`config.mk`:
```
export PLATFORM = sky130hd
export DESIGN_NAME = eth_frame_arbiter
export DESIGN_NICKNAME = d
export VERILOG_FILES = /design/src/rtl/eth_l2_pkg.sv /design/src/rtl/eth_frame_arbiter_rr_pick.sv /design/src/rtl/eth_frame_arbiter.sv
export SDC_FILE = /design/constraint.sdc
export NUM_CORES = 1
export LEC_CHECK = 0
export CAP_MARGIN = 30
export CORE_MARGIN = 4
export CORE_UTILIZATION = 46
export CTS_CLUSTER_DIAMETER = 100
export CTS_CLUSTER_SIZE = 10
export DETAILED_ROUTE_END_ITERATION = 6
export GPL_TIMING_DRIVEN = 0
export PLACE_DENSITY = 0.77
export SYNTH_ARGS = -nofsm -noshare
export SYNTH_HDL_FRONTEND = slang
export SYNTH_SLANG_ARGS = --single-unit
```
`constraint.sdc`:
```
create_clock -name Clk -period 2.2 [get_ports Clk]
set_input_delay 0.55 -clock Clk [delete_from_list [all_inputs] [get_ports Clk]]
set_output_delay 0.55 -clock Clk [all_outputs]
set_load 0.1 [all_outputs]
```
`src/rtl/eth_l2_pkg.sv`:
```
// Shared L2 transmit-path definitions: arbiter state encoding and Ethernet framing constants.
package eth_l2_pkg;

    typedef enum logic [2:0] {
        ST_IDLE,
        ST_WAIT_SOF,
        ST_XFER,
        ST_DRAIN,
        ST_GAP
    } arb_state_t;

    localparam int ETH_PREAMBLE_BYTES = 8;
    localparam int ETH_CRC_BYTES      = 4;
    localparam int ETH_IFG_BYTES      = 12;
    localparam int ETH_MAX_FRAME      = 1514;

    // The MII output moves one nibble per Clk, so every idle byte costs two cycles.
    localparam int ETH_IFG_CYCLES = 2 * (ETH_PREAMBLE_BYTES + ETH_CRC_BYTES + ETH_IFG_BYTES);

endpackage

```
`src/rtl/eth_frame_arbiter_rr_pick.sv`:
```
// Combinational round-robin selector: first asserted request at or after ptr, wrapping modulo N.
module rr_pick #(
    parameter int N  = 2,
    parameter int PW = 1
) (
    input  logic [N-1:0]  req,
    input  logic [PW-1:0] ptr,
    output logic [N-1:0]  gnt,
    output logic [PW-1:0] idx,
    output logic          valid
);

    int            cand;
    logic [PW-1:0] cand_idx;

    // NOTE: every variable gets a default before the loop, so no path leaves one unassigned and no latch is inferred.
    always_comb begin
        gnt      = '0;
        idx      = '0;
        valid    = 1'b0;
        cand     = 0;
        cand_idx = '0;
        for (int k = 0; k < N; k++) begin
            cand = int'(ptr) + k;
            if (cand >= N) cand = cand - N;
            cand_idx = PW'(cand);
            if (!valid && req[cand_idx]) begin
                valid         = 1'b1;
                gnt[cand_idx] = 1'b1;
                idx           = cand_idx;
            end
        end
    end

endmodule

```
`src/rtl/eth_frame_arbiter.sv`:
```
// Frame-level round-robin arbiter in front of the shared L2 transmit path.
// Optional frame statistics counter is built only when ETH_ARB_STATS_EN is defined.
module eth_frame_arbiter
    import eth_l2_pkg::*;
#(
    parameter int NUM_REQ         = 2,
    parameter int IFG_CYCLES      = ETH_IFG_CYCLES,
    parameter int GRANT_TIMEOUT   = 255,
    parameter int MAX_FRAME_BYTES = ETH_MAX_FRAME
) (
    input  logic                 Clk,
    input  logic                 RstN,
    input  logic                 LINK_UP,
    input  logic [NUM_REQ-1:0]   ReqIn,
    input  logic [NUM_REQ-1:0]   ValIn,
    input  logic [NUM_REQ-1:0]   SoFIn,
    input  logic [NUM_REQ-1:0]   EoFIn,
    input  logic [8*NUM_REQ-1:0] DataIn,
    output logic [NUM_REQ-1:0]   ReqConfirm,
    output logic                 ValOut,
    output logic                 SoFOut,
    output logic                 EoFOut,
    output logic [7:0]           DataOut,
    output logic                 ErrTimeout,
    output logic                 ErrOverLen,
    output logic [15:0]          StatFrames
);

    localparam int PTR_W = $clog2(NUM_REQ);
    localparam int LEN_W = $clog2(MAX_FRAME_BYTES + 1);
    localparam int TMO_W = $clog2(GRANT_TIMEOUT + 1);
    localparam int GAP_W = $clog2(IFG_CYCLES + 1);

    arb_state_t       state;
    logic [PTR_W-1:0] ptr;
    logic [PTR_W-1:0] gnt_idx;
    logic [LEN_W-1:0] len_cnt;
    logic [LEN_W-1:0] len_inc;
    logic [TMO_W-1:0] tmo_cnt;
    logic [GAP_W-1:0] gap_cnt;

    logic [NUM_REQ-1:0] pick_gnt;
    logic [PTR_W-1:0]   pick_idx;
    logic               pick_valid;

    logic       sel_val;
    logic       sel_sof;
    logic       sel_eof;
    logic [7:0] sel_data;

    rr_pick #(
        .N  (NUM_REQ),
        .PW (PTR_W)
    ) u_rr_pick (
        .req   (ReqIn),
        .ptr   (ptr),
        .gnt   (pick_gnt),
        .idx   (pick_idx),
        .valid (pick_valid)
    );

    // Only the current grantee's lane is ever looked at.
    always_comb begin
        sel_val  = ValIn[gnt_idx];
        sel_sof  = SoFIn[gnt_idx];
        sel_eof  = EoFIn[gnt_idx];
        sel_data = DataIn[{gnt_idx, 3'b000} +: 8];
    end

    assign len_inc = len_cnt + LEN_W'(1);

    // NOTE: synchronous reset sampled on Clk; all state and outputs use non-blocking assignments.
    always_ff @(posedge Clk) begin
        if (!RstN) begin
            state      <= ST_IDLE;
            ptr        <= '0;
            gnt_idx    <= '0;
            len_cnt    <= '0;
            tmo_cnt    <= '0;
            gap_cnt    <= '0;
            ReqConfirm <= '0;
            ValOut     <= 1'b0;
            SoFOut     <= 1'b0;
            EoFOut     <= 1'b0;
            DataOut    <= '0;
            ErrTimeout <= 1'b0;
            ErrOverLen <= 1'b0;
        end else begin
            ValOut     <= 1'b0;
            SoFOut     <= 1'b0;
            EoFOut     <= 1'b0;
            ErrTimeout <= 1'b0;
            ErrOverLen <= 1'b0;
            case (state)
                ST_IDLE: begin
                    if (LINK_UP && pick_valid) begin
                        ReqConfirm <= pick_gnt;
                        gnt_idx    <= pick_idx;
                        ptr        <= (pick_idx == PTR_W'(NUM_REQ - 1)) ? '0 : pick_idx + 1'b1;
                        tmo_cnt    <= '0;
                        state      <= ST_WAIT_SOF;
                    end
                end
                ST_WAIT_SOF: begin
                    if (sel_val && sel_sof) begin
                        ValOut  <= 1'b1;
                        SoFOut  <= 1'b1;
                        EoFOut  <= sel_eof;
                        DataOut <= sel_data;
                        len_cnt <= LEN_W'(1);
                        if (sel_eof) begin
                            ReqConfirm <= '0;
                            gap_cnt    <= '0;
                            state      <= ST_GAP;
                        end else begin
                            state <= ST_XFER;
                        end
                    end else if (tmo_cnt == TMO_W'(GRANT_TIMEOUT - 1)) begin
                        // The grantee has had GRANT_TIMEOUT cycles with ReqConfirm high.
                        ReqConfirm <= '0;
                        ErrTimeout <= 1'b1;
                        state      <= ST_IDLE;
                    end else begin
                        tmo_cnt <= tmo_cnt + 1'b1;
                    end
                end
                ST_XFER: begin
                    if (sel_val) begin
                        ValOut  <= 1'b1;
                        DataOut <= sel_data;
                        len_cnt <= len_inc;
                        if (sel_eof) begin
                            EoFOut     <= 1'b1;
                            ReqConfirm <= '0;
                            gap_cnt    <= '0;
                            state      <= ST_GAP;
                        end else if (len_inc == LEN_W'(MAX_FRAME_BYTES)) begin
                            EoFOut     <= 1'b1;
                            ErrOverLen <= 1'b1;
                            state      <= ST_DRAIN;
                        end
                    end
                end
                ST_DRAIN: begin
                    // Grant is held so the requester can flush the rest of its oversize frame.
                    if (sel_val && sel_eof) begin
                        ReqConfirm <= '0;
                        gap_cnt    <= '0;
                        state      <= ST_GAP;
                    end
                end
                ST_GAP: begin
                    // First GAP cycle carries EoFOut; the IFG count starts on the one after.
                    if (gap_cnt == GAP_W'(IFG_CYCLES)) begin
                        state <= ST_IDLE;
                    end else begin
                        gap_cnt <= gap_cnt + 1'b1;
                    end
                end
                default: state <= ST_IDLE;
            endcase
        end
    end

`ifdef ETH_ARB_STATS_EN
    always_ff @(posedge Clk) begin
        if (!RstN) begin
            StatFrames <= '0;
        end else if (EoFOut) begin
            StatFrames <= StatFrames + 16'd1;
        end
    end
`else
    assign StatFrames = '0;
`endif

endmodule
```
==> run_results.csv <==
group,metric,value,unit
synthesis,synthFlopType,"dfxtp_1",
clock_tree,htreeDepth,2,
final_layout,diodes,0,
floorplanning,die_area,6958,µm²
synthesis,synth_edf_count,0,
worst_setup_path,startpoint_type,"primary input",
synthesis,ys_seq_area_share,34.43,%
placement,place.gp.congestion,0.8766,
pwr,ir_drop,339.7,µV
clock_tree,root_buffer,"clkbuf_8",
clock_tree,hold_buffers,0,
synthesis,synth.distinct_cells,55,
timing,min_period,2132,ps
run_status,status,"finished clean",
worst_setup_path,cp_max_fo,10,
routing,wire_per_inst,13.09,µm
routing,drtPass1Iterations,4,
placement,post-dp-hpwl,4242,µm
pwr,p_switching,0.4937,mW
placement,port_buffers,40,
global_route,antenna_found_initial,0,
final_layout,seq_area,908.4,µm²
floorplanning,coreArea,5507,µm²
timing,max_slew_margin,34.57,%
final_layout,drive_gt1_share,15.90,%
pwr,p_int,1.246,mW
pwr,combinationalPowerShare,17.5,%
timing,max_clock_freq,469.1,MHz
worst_setup_path,crit_path_end_kind,"register",
final_layout,area_growth,27.21,%
worst_setup_path,worst-setup-path-type,"primary input to register",
timing,fin_skew,2.613,ps
pwr,p_sw_share,28.37,%
clock_tree,path_clk_slew,80,ps
routing,vias,2356,
pwr,seqPwrFrac,47.2,%
final_layout,final_area,3328,µm²
pwr,clkPwrFrac,35.3,%
floorplanning,ios,58,
clock_tree,clock_path_buffers,2,
timing,hold_violations,0,
pwr,power_density,522.9,nW/µm²
final_layout,fin_nets,404,
timing,grt_setup_unrepaired,"no",
timing,tightestPinTransition,985.3,ps
synthesis,ys_ff_latch,45,
routing,vias_per_cell,5.318,
pwr,finalPower,1.740,mW
routing,totalWireLength,5798,µm
global_route,first_global_vias,2202,
final_layout,multiInputGateArea,1583,µm²
global_route,grt_pass1_wl,9949,µm
synthesis,yosys_warnings,0,
synthesis,synth_cells,307,
timing,min_period_over_period,96.89,%
routing,antenna_left,0,
clock_tree,cts_buffers,5,
clock_tree,cts_tree,"yes",
floorplanning,placementRows,27,
synthesis,syn_area,2616,µm²
global_route,track_usage,17.08,%
routing,drt_iter0_drc,183,
pwr,leakagePower,1.411,nW
timing,setup_violations,0,
floorplanning,die_h,83.42,µm
worst_setup_path,cp.arrival,2380,ps
worst_setup_path,worst-endpoint-required,2450,ps
synthesis,synth.avg_cell_area,8.522,µm²
final_layout,fill_cells,507,
synthesis,async_reset_ff_share,0,%
placement,post_dp_cell_area,3163,µm²
global_route,gr-total-overflow,0,
clock_tree,cts_sinks,45,
run,drv_cap,0,
placement,dpl_worst_slack,-539.1,ps
clock_tree,clk_latency,300,ps
floorplanning,die_w,83.42,µm
global_route,grt_max_degree,14,
timing,maxSlewViolCount,0,
timing,layout_setup_ws,68.45,ps
worst_hold_path,hold_class,"register to register",
floorplanning,initial_utilization,47.51,%
routing,drc_errors,0,
## logic make-up (layout without fill, tap and decap cells)
family / count (synthesis) / in the layout / synth area share, %
AO/OA/AOI/OAI: 75 / 75 / 19.85
XOR/XNOR: 9 / 9 / 3.013
adder cells (fa/ha/maj): 6 / 6 / 2.869
buffers and inverters: 38 / 87 / 8.657
flip-flops: 45 / 45 / 34.43
multiplexers: 11 / 11 / 4.209
other: 1 / 16 / 0.1433
AND/OR/NAND/NOR: 122 / 122 / 26.83
## registers in the layout, indices dropped and copies added (netlist names)
signal / flops
ErrTimeout: 1
ValOut: 1
EoFOut: 1
gnt_idx: 1
len_cnt: 11
state: 3
ErrOverLen: 1
tmo_cnt: 8
SoFOut: 1
DataOut: 8
ptr: 1
ReqConfirm: 2
gap_cnt: 6
## power groups by stage
stage | Clock, mW | Combinational, mW | Sequential (mW)
CTS | 0.628 | 0.303 | 0.822
global route | 0.666 | 0.321 | 0.822
global placement | 0 | 0.298 | 0.843
finish | 0.615 | 0.305 | 0.821
detailed placement | 0 | 0.300 | 0.843
floorplan | 0 | 0.209 | 0.863
## worst max-delay path: stages
cell and delay (ps):
clkdlybuf4s50_1 480, mux2i_1 160, or3_4 470, clkbuf_4 220
o41ai_2 340, and2_1 160
## cells in the mapped netlist (2+ instances only)
master | n | area share [%]
a21boi_0 | 8 | 2.3
a21oi_1 | 10 | 1.9
a22oi_1 | 2 | 0.57
a31oi_1 | 8 | 1.9
and2_1 | 9 | 2.2
and3_1 | 4 | 0.96
buf_2 | 4 | 0.77
buf_4 | 19 | 5.5
clkbuf_1 | 7 | 1.0
dfxtp_1 | 45 | 34
ha_1 | 6 | 2.9
inv_1 | 7 | 1.0
mux2i_1 | 11 | 4.2
nand2_1 | 20 | 2.9
nand2b_1 | 7 | 1.7
nand3_1 | 13 | 2.5
nand3b_1 | 3 | 0.86
nand4_1 | 3 | 0.72
nor2_1 | 23 | 3.3
nor2b_1 | 7 | 1.7
nor3_1 | 9 | 1.7
nor3b_1 | 3 | 0.86
nor4_1 | 3 | 0.72
nor4_4 | 3 | 2.4
o211a_1 | 10 | 3.8
o21a_1 | 4 | 1.1
o21ai_0 | 17 | 3.3
o22ai_1 | 2 | 0.48
o31ai_1 | 3 | 0.86
or2_2 | 3 | 0.72
or3_1 | 3 | 0.72
xnor2_1 | 8 | 2.7
## layout make-up
cell class	count	share of cell area, %
Multi-Input combinational cell	239	47.56
Sequential cell	45	27.29
Timing Repair Buffer	43	12.14
Buffer	30	6.391
Tap cell	72	2.707
Clock buffer	5	2.068
Clock inverter	2	1.053
Inverter	7	0.7895
## worst paths after layout
path                            slack, ps  depth (start not counted)                    start                       to
worst max-delay path                   70                          6                 ValIn[0]        EoFOut$_SDFF_PN0_
worst min-delay path                  490                          1  gap_cnt[5]$_SDFFE_PN0P_  gap_cnt[5]$_SDFFE_PN0P_
worst max register to register        150                          8  len_cnt[1]$_SDFFE_PN0P_        EoFOut$_SDFF_PN0_
worst min register to register        490                          1  gap_cnt[5]$_SDFFE_PN0P_  gap_cnt[5]$_SDFFE_PN0P_
## per-layer routing
layer | GRT usage, % | vias up | wire length (µm)
met1 | 21.26 | 1097 | 2515
met5 | 0 | - | 0
met2 | 27.92 | 62 | 2780
met3 | 6.151 | 6 | 437
li1 | - | 1191 | -
met4 | 4.678 | 0 | 65
## metrics by stage
stage / utilization, % / instances / hold slack [ps] / TNS, ps
6_report: 60.44 / 443 / 487.9 / 0
5_1_grt: 60.44 / 443 / 516.1 / 0
4_1_cts: 59.62 / 441 / 481.8 / 0
3_5_place_dp: 57.44 / 434 / 463.5 / -14180
3_3_place_gp: 57.44 / 434 / 454.4 / -13680
2_1_floorplan: - / 322 / 430.5 / 0
## layout by cell type, fill, tap and decap left out, types with 9 or more instances in the layout
master / n
conb_1: 16
buf_4: 22
mux2i_1: 10
nand3_1: 12
dfxtp_1: 43
o211a_1: 10
o21ai_0: 16
nand2_1: 20
clkdlybuf4s50_1: 25
dlygate4sd2_1: 15
nor2_1: 22
nor3_1: 9
and2_1: 9
a21oi_1: 10
## timing repair
item | 4_1_cts | 5_1_grt
pin swaps | 1 | 1
resized for setup | 26 | 9
setup buffers | 1 | 2
setup endpoints to repair | 45 | 8
endpoints found under the hold margin | 0 | 0
Power figures use the tool's default switching activity.
